===== src/rtl/pcs_pkg.sv =====
// Shared 10GBASE-R PCS definitions used by the gearbox, the block-lock
// state machine and the decoder.
package pcs_pkg;

    localparam int HDR_WIDTH     = 2;
    localparam int PAYLOAD_WIDTH = 64;
    localparam int BLOCK_WIDTH   = HDR_WIDTH + PAYLOAD_WIDTH;

    // Bit-0-first encoding of the 01/10 wire headers
    localparam logic [HDR_WIDTH-1:0] SYNC_DATA = 2'b10;
    localparam logic [HDR_WIDTH-1:0] SYNC_CTRL = 2'b01;

    typedef struct packed {
        logic [HDR_WIDTH-1:0]     hdr;
        logic [PAYLOAD_WIDTH-1:0] payload;
    } pcs_block_t;

endpackage


===== src/rtl/rx_gearbox.sv =====
// 32-bit to 66-bit RX gearbox with bit-slip block alignment for the
// 10GBASE-R receive path.
module rx_gearbox
    import pcs_pkg::*;
#(
    parameter int DATA_WIDTH    = 32,
    parameter int HDR_WIDTH     = 2,
    parameter int PAYLOAD_WIDTH = 64
) (
    input  logic                     i_clk,
    input  logic                     i_reset_n,
    input  logic [DATA_WIDTH-1:0]    i_data,
    input  logic                     i_data_valid,
    input  logic                     i_slip,
    output logic [HDR_WIDTH-1:0]     o_hdr,
    output logic [PAYLOAD_WIDTH-1:0] o_data,
    output logic                     o_hdr_valid
);

    if (DATA_WIDTH != 32) begin : g_bad_data_width
        $error("rx_gearbox: only DATA_WIDTH=32 is supported");
    end
    if (HDR_WIDTH + PAYLOAD_WIDTH != BLOCK_WIDTH) begin : g_bad_block_width
        $error("rx_gearbox: HDR_WIDTH+PAYLOAD_WIDTH must equal the PCS block width");
    end

    // Worst case pool is 65 leftover bits plus one full word.
    localparam int BUF_WIDTH = BLOCK_WIDTH - 1 + DATA_WIDTH;
    localparam int CNT_WIDTH = $clog2(BUF_WIDTH + 1);

    logic [BUF_WIDTH-1:0] r_buf;
    logic [CNT_WIDTH-1:0] r_cnt;
    logic                 r_slip_pend;
    pcs_block_t           r_blk;
    logic                 r_blk_valid;

    logic [BUF_WIDTH-1:0] w_pool;
    logic [CNT_WIDTH-1:0] w_avail;
    logic                 w_slip_pend;
    logic                 w_emit;
    pcs_block_t           w_blk;

    always_comb begin
        w_pool      = r_buf;
        w_avail     = r_cnt;
        w_slip_pend = r_slip_pend;
        w_emit      = 1'b0;
        w_blk       = r_blk;

        if (i_data_valid) begin
            w_pool  = r_buf | ({{(BUF_WIDTH-DATA_WIDTH){1'b0}}, i_data} << r_cnt);
            w_avail = r_cnt + CNT_WIDTH'(DATA_WIDTH);
        end

        // A slip against an empty pool waits for the next cycle with bits.
        if (i_slip || r_slip_pend) begin
            if (w_avail != '0) begin
                w_pool      = w_pool >> 1;
                w_avail     = w_avail - CNT_WIDTH'(1);
                w_slip_pend = 1'b0;
            end else begin
                w_slip_pend = 1'b1;
            end
        end

        if (w_avail >= CNT_WIDTH'(BLOCK_WIDTH)) begin
            w_emit        = 1'b1;
            w_blk.hdr     = w_pool[HDR_WIDTH-1:0];
            w_blk.payload = w_pool[BLOCK_WIDTH-1:HDR_WIDTH];
            w_pool        = w_pool >> BLOCK_WIDTH;
            w_avail       = w_avail - CNT_WIDTH'(BLOCK_WIDTH);
        end
    end

    always_ff @(posedge i_clk) begin
        if (!i_reset_n) begin
            r_buf       <= '0;
            r_cnt       <= '0;
            r_slip_pend <= 1'b0;
            r_blk       <= '0;
            r_blk_valid <= 1'b0;
        end else begin
            r_buf       <= w_pool;
            r_cnt       <= w_avail;
            r_slip_pend <= w_slip_pend;
            r_blk       <= w_blk;
            r_blk_valid <= w_emit;
        end
    end

    assign o_hdr       = r_blk.hdr;
    assign o_data      = r_blk.payload;
    assign o_hdr_valid = r_blk_valid;

endmodule


===== config.mk =====
export PLATFORM = sky130hd
export DESIGN_NAME = rx_gearbox
export DESIGN_NICKNAME = d
export VERILOG_FILES = /design/src/rtl/pcs_pkg.sv /design/src/rtl/rx_gearbox.sv
export SDC_FILE = /design/constraint.sdc
export NUM_CORES = 1
export LEC_CHECK = 0
export ABC_AREA = 1
export CAP_MARGIN = 10
export CELL_PAD_IN_SITES_DETAIL_PLACEMENT = 2
export CELL_PAD_IN_SITES_GLOBAL_PLACEMENT = 2
export CORE_ASPECT_RATIO = 0.75
export CORE_MARGIN = 3
export CORE_UTILIZATION = 31
export CTS_BUF_LIST = sky130_fd_sc_hd__clkbuf_8
export DETAILED_ROUTE_END_ITERATION = 16
export PLACE_DENSITY_LB_ADDON = 0.1
export SLEW_MARGIN = 15
export SYNTH_ARGS = -nofsm -noshare
export SYNTH_HDL_FRONTEND = slang
export SYNTH_SLANG_ARGS = --single-unit

===== constraint.sdc =====
create_clock -name i_clk -period 3.35 [get_ports i_clk]
set_input_delay 0.67 -clock i_clk [delete_from_list [all_inputs] [get_ports i_clk]]
set_output_delay 0.67 -clock i_clk [all_outputs]
set_load 0.02 [all_outputs]

Yosys cells after proc, flatten, opt, wreduce, memory -nomap -nowiden
Index checks and enable logic that the tools add are counted.
W data, S select, Z words.
Storage, ports and cells
  memory bits (writable): 0
  bits in read-only memories: 0
  word-level logic and storage cells: 27
  output and inout bits: 67
  input bits: 36
  memories: 0
  bits in registers: 172
  latch bits: 0
Operators by class
  $add $sub $neg: 3
  shift-type cells: 1
  multiplexer cells: 10
  multiply operators: 0
  bitwise operators: 2
  reductions and logical operators: 3
  equal/unequal tests: 0
  magnitude comparators: 1
  divide/modulo/power cells: 0
Operator list (number)
  $mux W97: 3
  $or A97 B97 Y97: 1
  $shl A32 B7 Y97: 1
  $mux W31: 1
  $mux W7: 4
  $add A7 B6 Y7 const B: 1
  $ge A7 B7 Y1 const B: 1
  $reduce_bool A7 Y1: 1
  $sub A7 B1 Y7 const B: 1
  $sub A7 B7 Y7 const B: 1
  $mux W1: 2
  $reduce_or A2 Y1: 1
  $logic_or A1 B1 Y1: 1
  $not A1 Y1: 1

Logic depth before layout (Yosys ltp)
Gate-level depths: netlist (run 1).
  depth in word-level cells: 7
  gate-level depth with buffers: 21
  gate-level depth less buffers: 18

Worst setup path before layout (run 1)
Ideal clock, no wire load.
  path type: reg-to-reg
  start point: register r_cnt[1]
  end point: register r_blk (netlist bit o_data[42])
  arrival: 2644 ps
  buffers on the path: 4
  clock period less this slack: 2702 ps
  stages on the path, launching flop included: 22
  setup time: 58 ps
  required time: 3292 ps
  slack: 648 ps
  cell sequence: dfxtp_1 > buf_2 > clkinv_1 > clkbuf_1 > ha_1 > inv_1 > nor2_1 > nand2_4 > nand2_4 > nand2_1 > nand2_2 > ha_1 > nand2_2 > nor2_4 > nand2_4 > nand2_4 > nand2_4 > inv_2 > buf_6 > buf_6 > nand2_1 > nand2_1
Between the ends
  cells in the longest elaborated chain, start to end: 6
  elaborated cells on any way between the ends: 12
  classes of those cells: add/sub (2); order compare (1); shift (1); mux (6); bitwise (1); reduce/logical (1)
Ends and longest elaborated chain
  start: declaration: line rx_gearbox.sv:32  | logic [CNT_WIDTH-1:0] r_cnt;
  start signal: assignment: line rx_gearbox.sv:84  | r_cnt <= w_avail;
  $add A7 B6 Y7: line rx_gearbox.sv:52  | w_avail = r_cnt + CNT_WIDTH'(DATA_WIDTH);
  $mux W7: line rx_gearbox.sv:50  | if (i_data_valid) begin
  $sub A7 B1 Y7 or $reduce_bool A7 Y1 (tied branches): line rx_gearbox.sv:59, rx_gearbox.sv:57
  $mux W7: line rx_gearbox.sv:57  | if (w_avail != '0) begin
  $mux W7: line rx_gearbox.sv:56  | if (i_slip || r_slip_pend) begin
  $ge A7 B7 Y1: line rx_gearbox.sv:66  | if (w_avail >= CNT_WIDTH'(BLOCK_WIDTH)) begin
  end signal: assignment: line rx_gearbox.sv:86  | r_blk <= w_blk;
  end: declaration: line rx_gearbox.sv:34  | pcs_block_t r_blk;
Parallel ways exist; a longest one is shown, timed or not.
A chain may end at the register's enable or synchronous reset.

Worst setup path after layout (run 1)
  start point: register r_cnt[0]
  end point: register r_buf[23]
Between the ends
  cells in the longest elaborated chain, start to end: 7
  elaborated cells on any way between the ends: 13
  classes of those cells: add/sub (2); order compare (1); shift (1); mux (7); bitwise (1); reduce/logical (1)
Ends and longest elaborated chain
  $add A7 B6 Y7: line rx_gearbox.sv:52
  $mux W7: line rx_gearbox.sv:50
  $sub A7 B1 Y7 or $reduce_bool A7 Y1 (tied branches): line rx_gearbox.sv:59, rx_gearbox.sv:57
  $mux W7: line rx_gearbox.sv:57
  $mux W7: line rx_gearbox.sv:56
  $ge A7 B7 Y1: line rx_gearbox.sv:66
  $mux W31 (*): line rx_gearbox.sv:66
  end signal: assignment: line rx_gearbox.sv:83  | r_buf <= w_pool;
  end: declaration: line rx_gearbox.sv:31  | logic [BUF_WIDTH-1:0] r_buf;
Mark *: on every way between the ends. The rest lies on a longest branch, timed or not.

==> impl_results.md, run 1 <==
* GP Congestion at 0.917
* Setup crit start kind: flip-flop
* Lkg Pwr at 5.97 nW
* Antenna fix cells at 0
* Worst R2R Path Depth at 13
* Postcts setup bufs at 0
* Total routed wirelength at 49500 µm
* Placed cell count at 2241
* Drt first pass iters at 5
* Synth top cells by count: 752 x nand2_1, 371 x nand3_1, 172 x dfxtp_1
* Gr usage total at 0.276
* Type of the worst setup path: flip-flop to flip-flop
* Worst hold path type: flip-flop to flip-flop
* Crit share post-route at 0.899
* P_int at 6.18 mW
* Largest net degree at the start of global routing at 99
* Flop pwr share at 0.201
* Power per standard cell area at 1160 nW/µm²
* Logic pwr share at 0.689
* Layout area overhead at 19.9%
* Setup crit end kind: flip-flop
* R2r setup slk at 0.34 ns
* Starting Density at 0.319
* Clk root buf: clkbuf_8
* Dpl hpwl at 38300 µm
* Die X at 219 µm
* Post_cts resized at 0
* Cell count after synthesis at 1757
* Die ar. at 36200 µm²
* Clock slew at reported path FFs at 0.10 ns
* Clock sinks at 172
* Synth Area per Inst at 5.98 µm²
* RSZ-0062 raised after global routing: false
* Crit path cell chain: buf_4, nand2_1, nand3_1, nand2_1, o21ai_0, nand2_1, nor2_1, nand2_1, nand2_1, nand2_1, nand3_1, nand3_1, nand2_1
* Synth Cell Area at 10500 µm²
* Final Net Count at 1856
* FILL cells at 4085
* Synth area leader: dfxtp_1
* Hold_buf cts at 0
* Final Max Slew Viols at 0
* Min-Delay Endpoint: o_data[38]$_SDFFE_PN0P_
* Clk_skew at 0.00978 ns
* CTS H-tree lvls at 4
* Worst reg2reg path endpoint: r_buf[23]$_SDFF_PN0_
* Maximum VDD drop at 544 µV
* Bufs on Longest Clock Path at 2
* Yosys top cell area share at 0.328
* Sequential share of the synthesized area at 0.328
* Drt drc at 0
* Worst skew pair latency at 0.51 ns
* Count leader, synth: nand2_1
* Final-report setup violation count at 0
* First-pass GRT wire length at 76200 µm
* Actual slew at the worst max-slew pin at 0.762 ns
* Post-synth cell types at 39
* CP max-delay cell: o21ai_0
* Async S/R FF share, synth at 0
* Relative slew margins at 0.492
* TritonCTS buffer count at 17
* CP dominant cell by count: nand2_1
* Port bufs at 102
* Number of DRC markers in iteration 0 at 964
* CP max stage delay at 0.50 ns
* Fraction of layout cells with a size suffix above 1 at 0.0656
* Final non-filler cell total at 2272
* Net count after synthesis at 1795
* Grt total ovfl at 0
* Ys Warns at 0
* Clock power frac at 0.109
* Reg2Reg Launch Point: r_cnt[0]$_SDFF_PN0_
* Fin. Hold Viols at 0
* Status: finished clean
* Worst Path Arrival at 3.46 ns
* Vias per cell at 5.42
* Post-synth EDFFs at 0
* Initial antenna violation count at 0
* Core ar. at 32900 µm²
* Seq cells post-synth at 172
* Number of global-route vias before repair at 12.8k
* Switch share at 0.576
* Synth area leaders: dfxtp_1 33%, nand2_1 27%, nand3_1 18%, nor2_1 2.5%, inv_1 2.4%
* Max cap viols at 0
* Critical Path RT at 3.80 ns
* TritonCTS clock tree: built
* Die height at 165 µm
* Top-Level Pins at 103
* Hold path cells at 2
* Site Rows at 57
* Detail Route Antenna Nets at 0
* Prevailing post-synth register cell: dfxtp_1
* Fmax at 0.332 GHz
* Fin crit period at 3.01 ns
* Via count at 12.3k
* Switching power at 8.39 mW
* CP max FO at 34
* Routed length per instance at 21.8 µm
* Hold wc startpoint: o_data[38]$_SDFFE_PN0P_
* Final Util at 0.383
==> area by class of cell <==
| type | count | area [µm²] | share of cell area |
|---|---|---|---|
| Multi-Input combinational cell | 1390 | 6260 | 0.497 |
| Clock buffer | 20 | 275 | 0.0219 |
| Tap cell | 442 | 553 | 0.0439 |
| Timing Repair Buffer | 156 | 1630 | 0.129 |
| Clock inverter | 11 | 133 | 0.0105 |
| Sequential cell | 172 | 3440 | 0.273 |
| Inverter | 81 | 304 | 0.0241 |
==> how the worst max path moves through the flow <==
stage                              from                 endpoint  slack, ns  depth (start not counted)
floorplan           r_cnt[1]$_SDFF_PN0_  o_data[42]$_SDFFE_PN0P_       0.65                         21
global placement           i_data_valid      r_cnt[5]$_SDFF_PN0_       0.12                         19
detailed placement         i_data_valid  o_data[60]$_SDFFE_PN0P_      -0.06                         20
CTS                        i_data_valid  o_data[60]$_SDFFE_PN0P_       0.49                         20
global route        r_cnt[0]$_SDFF_PN0_     r_buf[23]$_SDFF_PN0_       0.13                         13
finish              r_cnt[0]$_SDFF_PN0_     r_buf[23]$_SDFF_PN0_       0.34                         13
==> registers in the layout (all words and copies together), names as in the netlist <==
| name | count |
|---|---|
| r_buf | 97 |
| o_data | 64 |
| r_cnt | 7 |
| o_hdr | 2 |
| o_hdr_valid | 1 |
| r_slip_pend | 1 |
==> power groups by stage <==
stage | clock network (mW) | registers, mW | logic [mW]
floorplan | 0 | 3.00 | 5.96
global placement | 0 | 2.95 | 9.55
detailed placement | 0 | 2.97 | 9.86
CTS | 1.64 | 2.94 | 9.94
global route | 1.72 | 3.00 | 11.0
finish | 1.59 | 2.94 | 10.0
==> metal layers <==
| layer | GRT usage | vias up | share of wire |
|---|---|---|---|
| met5 | 0 | - | 0 |
| met1 | 0.374 | 6165 | 0.46 |
| met3 | 0.0488 | 48 | 0.058 |
| met2 | 0.453 | 265 | 0.46 |
| li1 | - | 5838 | - |
| met4 | 0.0726 | 0 | 0.020 |
==> logic make-up after synthesis <==
family,Yosys count,synth area share
buf+inv,195,0.0766
xor+xnor,2,0.00167
fa+ha+maj,2,0.00238
simple gates,1275,0.525
mux,2,0.00191
flops,172,0.328
compound gates,109,0.0642
==> layout by cell type (no fill, tap or decap), drive strengths merged <==
cell             n
nand2          764
nand3          372
dfxtp          172
clkdlybuf4s50  102
inv             81
nor2            75
buf             54
a21oi           42
nand4           39
o21ai           24
o21bai          20
clkbuf          20
nand3b          15
o211ai           7
and2             6
a31oi            5
clkinv           5
clkinvlp         4
a41oi            3
o21a             3
a21o             3
mux2i            2
nor3             2
xor2             2
ha               2
bufinv           2
a31o             1
or2              1
a21boi           1
nor3b            1
==> through the flow <==
stage               hold WS (ns)  total power [mW]  area, µm²  setup TNS [ns]  setup WS (ns)
floorplan                  0.519              8.96      10500               0          0.648
global placement           0.428              12.5      12200               0          0.118
detailed placement         0.439              12.8      12200           -1.18        -0.0605
CTS                        0.454              14.5      12600               0          0.486
global route               0.480              15.7      12600               0          0.127
finish                     0.450              14.6      12600               0          0.337
==> worst max-delay path: cells and delay by family (launching register included) <==
kind | cells | cell delay, ns
compound gates | 1 | 0.50
buf+inv | 1 | 0.35
flops | 1 | 0.41
simple gates | 11 | 1.66
Note: power is estimated with default switching activity, not from simulation.
==> run 2, diff against run 1 <==
==> constraint.sdc (replaced) <==
create_clock -name i_clk -period 3.2 [get_ports i_clk]
set_input_delay 0.64 -clock i_clk [delete_from_list [all_inputs] [get_ports i_clk]]
set_output_delay 0.64 -clock i_clk [all_outputs]
set_load 0.02 [all_outputs]
==> run 2 against run 1 <==
Net effect: fmax increased by 6.5%; die area unchanged; wire length fell by 0.82%; clock skew increased by 0.0044 ns; flip-flop and latch count unchanged; sequential share of layout area down 0.21 points; power up 5.0%; critical path type unchanged; critical endpoint is now r_buf[89]$_SDFF_PP0_; largest cell class unchanged; largest power group unchanged.
==> impl_results.md, run 2 (synthesis gave the netlist of run 1 again) <==
* Final Util at 0.386 (+0.00297)
* Layout area overhead at 20.8%
* Fmax at 0.353 GHz (+6.5%)
* Bufs on Longest Clock Path at 2 (unchanged)
* CP max FO at 34 (unchanged)
* Core ar. at 32900 µm² (unchanged)
* Crit share post-route at 0.884 (-0.0151)
* Clock power frac at 0.106 (-0.003)
* Setup TNS at 0 ns (unchanged)
* Fraction of layout cells with a size suffix above 1 at 0.0727 (+0.00709)
* Setup crit start kind: flip-flop
* First-pass GRT wire length at 76400 µm (+0.29%)
* TritonCTS clock tree: built
* Initial antenna violation count at 0 (unchanged)
* Routed length per instance at 21.5 µm (-1.4%)
* Worst hold path type: flip-flop to flip-flop
* Fin crit period at 2.83 ns (-0.183 ns)
* Drt first pass iters at 5 (unchanged)
* Worst Path Arrival at 3.27 ns (-0.19 ns)
* Site Rows at 57 (unchanged)
* R2r setup slk at 0.37 ns (+0.03 ns)
* Antenna fix cells at 0 (unchanged)
* TritonCTS buffer count at 17 (unchanged)
* Clock slew at reported path FFs at 0.11 ns (about the same)
* Actual slew at the worst max-slew pin at 0.630 ns (-0.132 ns)
* Number of DRC markers in iteration 0 at 922 (-4.4%)
* CP startpoint: r_cnt[0]$_SDFF_PN0_
* Largest net degree at the start of global routing at 99 (unchanged)
* GP Congestion at 0.957 (+4.3%)
* Drt drc at 0 (unchanged)
* Critical Path RT at 3.64 ns (-0.16 ns)
* Switching power at 8.82 mW (+5.2%)
* Most frequent cells in the layout: 752 x nand2_1, 371 x nand3_1, 172 x dfxtp_1, 102 x clkdlybuf4s50_1, 68 x nor2_1
* Reg2Reg Launch Point: r_cnt[0]$_SDFF_PN0_
* Most flops, register: r_buf
* RSZ-0062 raised after global routing: false
* Commonest non-fill, non-tap cell in the layout: nand2_1
* Clk root buf: clkbuf_8
* Detail Route Antenna Nets at 0 (unchanged)
* Gr usage total at 0.276 (about the same)
* Fin. Hold Viols at 0 (unchanged)
* Final Max Slew Viols at 0 (unchanged)
* Total routed wirelength at 49100 µm (-0.82%)
* Type of the worst setup path: flip-flop to flip-flop
* Starting Density at 0.319 (unchanged)
* Postcts setup bufs at 0 (unchanged)
* Die height at 165 µm (unchanged)
* Setup crit end kind: flip-flop
* Port bufs at 102 (unchanged)
* Post_cts resized at 0 (unchanged)
* FILL cells at 4132 (+1.2%)
* Worst skew pair latency at 0.51 ns (about the same)
* Power per standard cell area at 1210 nW/µm² (+4.2%)
* Die ar. at 36200 µm² (unchanged)
* Dpl hpwl at 38400 µm (+0.33%)
* CTS H-tree lvls at 4 (unchanged)
* Max reg flops at 97 (unchanged)
* Lkg Pwr at 6.03 nW (+1.0%)
* Top-Level Pins at 103 (unchanged)
* Clk_skew at 0.0141 ns (+0.00436 ns)
* Via count at 12.3k (+0.16%)
* Final-report setup violation count at 0 (unchanged)
* P_int at 6.48 mW (+4.9%)
* Switch share at 0.576 (about the same)
* Clock sinks at 172 (unchanged)
* Maximum VDD drop at 542 µV (-0.48%)
* Relative slew margins at 0.580 (+0.0874)
* Final Net Count at 1869 (+0.70%)
* Flop pwr share at 0.201 (about the same)
* Hold_buf cts at 0 (unchanged)
* Die X at 219 µm (unchanged)
* Vias per cell at 5.40 (-0.45%)
* Status: finished clean
* Hold wc startpoint: o_hdr[0]$_SDFFE_PN0P_
* Logic pwr share at 0.693 (+0.004)
* Number of global-route vias before repair at 12.8k (+0.16%)
* Grt total ovfl at 0 (unchanged)
* Max cap viols at 0 (unchanged)
==> run 2: cell types whose count changed in the layout (fill, tap and decap cells not counted) <==
| cell | change |
|---|---|
| clkinv_8 | +1 |
| buf_12 | +1 |
| bufinv_16 | -1 |
| inv_8 | +1 |
| clkinv_4 | +5 |
| buf_4 | +12 |
| clkbuf_8 | -3 |
| clkinvlp_4 | -1 |
| clkinv_2 | -1 |
==> run 2: metal layers <==
layer | GRT usage | up-vias | part of all wire
met1 | 0.363 | 6149 | 0.46
met2 | 0.457 | 265 | 0.46
met4 | 0.0667 | 0 | 0.019
met3 | 0.0664 | 54 | 0.065
met5 | 0 | - | 0
li1 | - | 5868 | -
==> run 2: final timing paths <==
check | endpoint | cells after the start
max | r_buf[89]$_SDFF_PP0_ | 14
min | o_hdr[0]$_SDFFE_PN0P_ | 2
max reg2reg | r_buf[89]$_SDFF_PP0_ | 14
min reg2reg | o_hdr[0]$_SDFFE_PN0P_ | 2
==> run 2: cell type report <==
class | instances | area, µm² | share of cell area
timing repair buffer | 169 | 1740 | 0.137
multi-input combinational | 1390 | 6260 | 0.493
clock inverter | 15 | 161 | 0.0127
sequential | 172 | 3440 | 0.271
tap | 442 | 553 | 0.0436
clock buffer | 17 | 234 | 0.0184
inverter | 81 | 304 | 0.0240
==> run 2: power by group through the flow <==
stage | clock network, mW | registers, mW | logic, mW
after CTS | 1.66 | 3.08 | 10.5
after global routing | 1.76 | 3.14 | 11.6
after floorplan | 0 | 3.14 | 6.24
after detailed placement | 0 | 3.12 | 10.4
final | 1.62 | 3.08 | 10.6
after global placement | 0 | 3.10 | 10.1
==> run 2: through the flow <==
step	instance area, µm²	power [mW]	hold slack, ns	worst slack, ns	instances
2_1_floorplan	10500	9.38	0.519	0.498	1757
3_3_place_gp	12300	13.2	0.428	0.0381	2254
3_5_place_dp	12300	13.5	0.442	-0.139	2254
4_1_cts	12700	15.2	0.461	0.402	2286
5_1_grt	12700	16.5	0.475	0.108	2286
6_report	12700	15.3	0.456	0.371	2286
==> run 2: worst max-delay path, cell delays in order, from the launching register on <==
cell	delay, ns
dfxtp_1	0.41
buf_4	0.34
nand2_1	0.16
nor2_1	0.28
nand2_1	0.09
o21ai_0	0.10
buf_4	0.16
nand2_1	0.07
nor2_1	0.48
nand2_1	0.14
nand2_1	0.12
nand2_1	0.08
nand3_1	0.11
nand2_1	0.09
nor2_1	0.11
==> run 3, diff against run 2 <==
--- a/config.mk
+++ b/config.mk
@@ -5,13 +5,13 @@
 export SDC_FILE = /design/constraint.sdc
 export NUM_CORES = 1
 export LEC_CHECK = 0
-export ABC_AREA = 1
+export ABC_AREA = 0
 export CAP_MARGIN = 10
 export CELL_PAD_IN_SITES_DETAIL_PLACEMENT = 2
 export CELL_PAD_IN_SITES_GLOBAL_PLACEMENT = 2
-export CORE_ASPECT_RATIO = 0.75
+export CORE_ASPECT_RATIO = 1.25
 export CORE_MARGIN = 3
-export CORE_UTILIZATION = 31
+export CORE_UTILIZATION = 36
 export CTS_BUF_LIST = sky130_fd_sc_hd__clkbuf_8
 export DETAILED_ROUTE_END_ITERATION = 16
 export PLACE_DENSITY_LB_ADDON = 0.1
==> run 3 against run 2 <==
Net effect: wire length rose by 15%; count of clock-buffer cells in the layout did not move; synthesized cell count fell by 30%; first-iteration DRC count rose by 14%; combinational power rose by 10%; cell count fell by 18%; register-to-register slack got worse by 0.28 ns; via count fell by 4.0%; flip-flop and latch count did not move; non-clock buffer count rose by 196; clock skew rose by 0.0017 ns; utilization rose by 12 points; largest power group unchanged.
==> impl_results.md, run 3 <==
* Number of global-route vias before repair at 12.9k (+0.65%)
* Die ar. at 30900 µm² (-15%)
* Seq cells post-synth at 172 (unchanged)
* Sequential share of the synthesized area at 0.332 (+0.00407)
* Hold_buf cts at 0 (unchanged)
* Clk_skew at 0.0159 ns (+0.00175 ns)
* Slack of the critical path at 0.0820 ns (-0.289 ns)
* Gr usage total at 0.358 (+0.0824)
* Synth area leader: dfxtp_1
* GP Congestion at 1.00 (+4.8%)
* Prevailing post-synth register cell: dfxtp_1
* Clock sinks at 172 (unchanged)
* Synth top cells by count: 172 x dfxtp_1, 126 x nor2_1, 121 x nand2_1
* Fraction of layout cells with a size suffix above 1 at 0.264 (+0.191)
* Cell count after synthesis at 1227 (-30%)
* Async S/R FF share, synth at 0 (unchanged)
* Initial antenna violation count at 3 (+3)
* Setup crit start kind: primary input
* Hold wc startpoint: o_data[13]$_SDFFE_PN0P_
* Net count after synthesis at 1265 (-30%)
* Lkg Pwr at 5.52 nW (-8.6%)
* CTS H-tree lvls at 4 (unchanged)
* FILL cells at 3078 (-26%)
* Via count at 11.8k (-4.0%)
* Worst skew pair latency at 0.50 ns (about the same)
* Die X at 158 µm (-28%)
* Die height at 196 µm (+18%)
* Number of DRC markers in iteration 0 at 1055 (+14%)
* TritonCTS buffer count at 17 (unchanged)
* Maximum VDD drop at 562 µV (+3.7%)
* Grt total ovfl at 0 (unchanged)
* Critical Path RT at 3.58 ns (-0.06 ns)
* Actual slew at the worst max-slew pin at 0.631 ns (+0.000897 ns)
* Dpl hpwl at 42200 µm (+9.8%)
* Clock slew at reported path FFs at 0.12 ns (about the same)
* Sequential Area at 3450 µm² (+0.18%)
* Post-synth EDFFs at 0 (unchanged)
* Detail Route Antenna Nets at 0 (unchanged)
* Bufs on Longest Clock Path at 2 (unchanged)
* CP max stage delay at 0.55 ns (+0.07 ns)
* Fin crit period at 3.12 ns (+0.289 ns)
* Drt drc at 0 (unchanged)
* First-pass GRT wire length at 83000 µm (+8.7%)
* Most frequent cells in the layout: 243 x buf_4, 169 x dfxtp_1, 125 x nor2_1, 119 x nand2_1, 101 x clkdlybuf4s50_1
* Final non-filler cell total at 1869 (-18%)
* Synth area leaders: dfxtp_1 33%, mux4_2 8.9%, mux2i_1 5.7%, nor2_1 4.6%, a21oi_1 4.5%
* Yosys top cell area share at 0.332 (+0.00407)
* Area of the multi-input gates at 6480 µm² (+3.5%)
* Total routed wirelength at 56400 µm (+15%)
* Top-Level Pins at 103 (unchanged)
* Final Max Slew Viols at 0 (unchanged)
* CP max-delay cell: mux4_2
* Site Rows at 68 (+19%)
* Status: finished clean
* Clk root buf: clkbuf_8
* Final Net Count at 1544 (-17%)
* Most flops, register: r_buf
* Crit share post-route at 0.974 (+0.0902)
* Core ar. at 28000 µm² (-15%)
* Starting Density at 0.371 (+0.0512)
* Worst hold path type: flip-flop to flip-flop
* Synth Cell Area at 10400 µm² (-1.2%)
* Max cap viols at 0 (unchanged)
* Worst Path Arrival at 3.50 ns (+0.23 ns)
* Type of the worst setup path: primary input to flip-flop
* Reg2Reg Launch Point: r_cnt[1]$_SDFF_PN0_
* Port bufs at 102 (unchanged)
* Crit path cell chain: clkdlybuf4s50_1, mux4_2, buf_4, mux4_2, a22oi_1, buf_4, o21ai_0, mux2i_1, o2bb2ai_1
* Power per standard cell area at 1170 nW/µm² (-2.7%)
* Largest net degree at the start of global routing at 48 (-52%)
* Post-synth cell types at 78 (+100%)
* Final-report setup violation count at 0 (unchanged)
* Layout area overhead at 35.4%
* Relative slew margins at 0.576 (-0.00322)
* Vias per cell at 6.33 (+17%)
* Commonest non-fill, non-tap cell in the layout: buf_4
* Routed length per instance at 30.2 µm (+40%)
* Placed cell count at 1835 (-19%)
* CP startpoint: i_data[8]
* Synth Area per Inst at 8.46 µm² (+41%)
* Antenna fix cells at 0 (unchanged)
* Fmax at 0.321 GHz (-9.3%)
* Hold slack at 0.465 ns (+0.00971 ns)
* Setup crit end kind: flip-flop
* CP max FO at 4 (-88%)
* Fin. Hold Viols at 0 (unchanged)
* TritonCTS clock tree: built
* Drt first pass iters at 5 (unchanged)
* Total power at 16.5 mW (+7.6%)
* Max reg flops at 97 (unchanged)
* Count leader, synth: dfxtp_1
* DP Worst Slack at -0.471 ns (-0.332 ns)
* Ys Warns at 0 (unchanged)
run 3: changes by cell type in the layout (fill, tap and decap cells not counted), sizes merged, moves of 58 or more:
cell,delta
buf,+196
mux2i,+60
nand2,-643
o21ai,+80
inv,-58
nand3,-308
run 3: final timing paths:
path	depth (start not counted)	slack, ns	end
worst max-delay path	9	0.08	o_data[53]$_SDFFE_PN0P_
worst min-delay path	2	0.47	o_data[13]$_SDFFE_PN0P_
worst max register to register	9	0.09	o_data[56]$_SDFFE_PN0P_
worst min register to register	2	0.47	o_data[13]$_SDFFE_PN0P_
run 3: repair_timing:
| action | in CTS | in global routing |
|---|---|---|
| setup endpoints to repair | 0 | 23 |
| hold endpoints to repair | 0 | 0 |
| gates resized for setup | 0 | 11 |
| buffers inserted | 0 | 1 |
run 3: metrics by stage:
stage                     TNS (ns)   util  instance area [µm²]
final                            0  0.502                14000
after CTS                        0  0.499                14000
after floorplan                  0      -                10400
after global routing       -0.0364  0.502                14000
after detailed placement    -40.85  0.485                13600
after global placement      -27.40  0.485                13600
run 3: area by class of cell:
cell class | instances | area share
Inverter | 15 | 0.00401
Timing Repair Buffer | 365 | 0.229
Sequential cell | 172 | 0.246
Multi-Input combinational cell | 935 | 0.461
Tap cell | 350 | 0.0312
Clock inverter | 15 | 0.0119
Clock buffer | 17 | 0.0167
run 3: critical path, delay by kind of cell:
kind,cells,cell delay (ns)
buffers and inverters,3,0.90
AO/OA/AOI/OAI,3,0.50
multiplexers,3,1.45
run 3: cell families (layout without fill, tap and decap cells):
| group | count (synthesis) | count (layout) | share of synthesized area |
|---|---|---|---|
| fa+ha+maj | 2 | 2 | 0.00241 |
| buf+inv | 120 | 412 | 0.0509 |
| mux | 131 | 131 | 0.183 |
| flops | 172 | 172 | 0.332 |
| compound gates | 386 | 386 | 0.247 |
| simple gates | 412 | 412 | 0.182 |
| xor+xnor | 4 | 4 | 0.00338 |
run 3: routing by layer:
metal  GRT usage  wire, µm
met5           0        12
met1       0.431     21900
met4       0.168      3150
met2       0.611     27800
met3      0.0691      3540
run 3: power breakdown:
| part | internal [mW] | switching [mW] | leakage, nW |
|---|---|---|---|
| clock network | 0.599 | 1.03 | 0.205 |
| registers | 2.76 | 0.347 | 1.40 |
| logic | 4.79 | 6.96 | 3.91 |
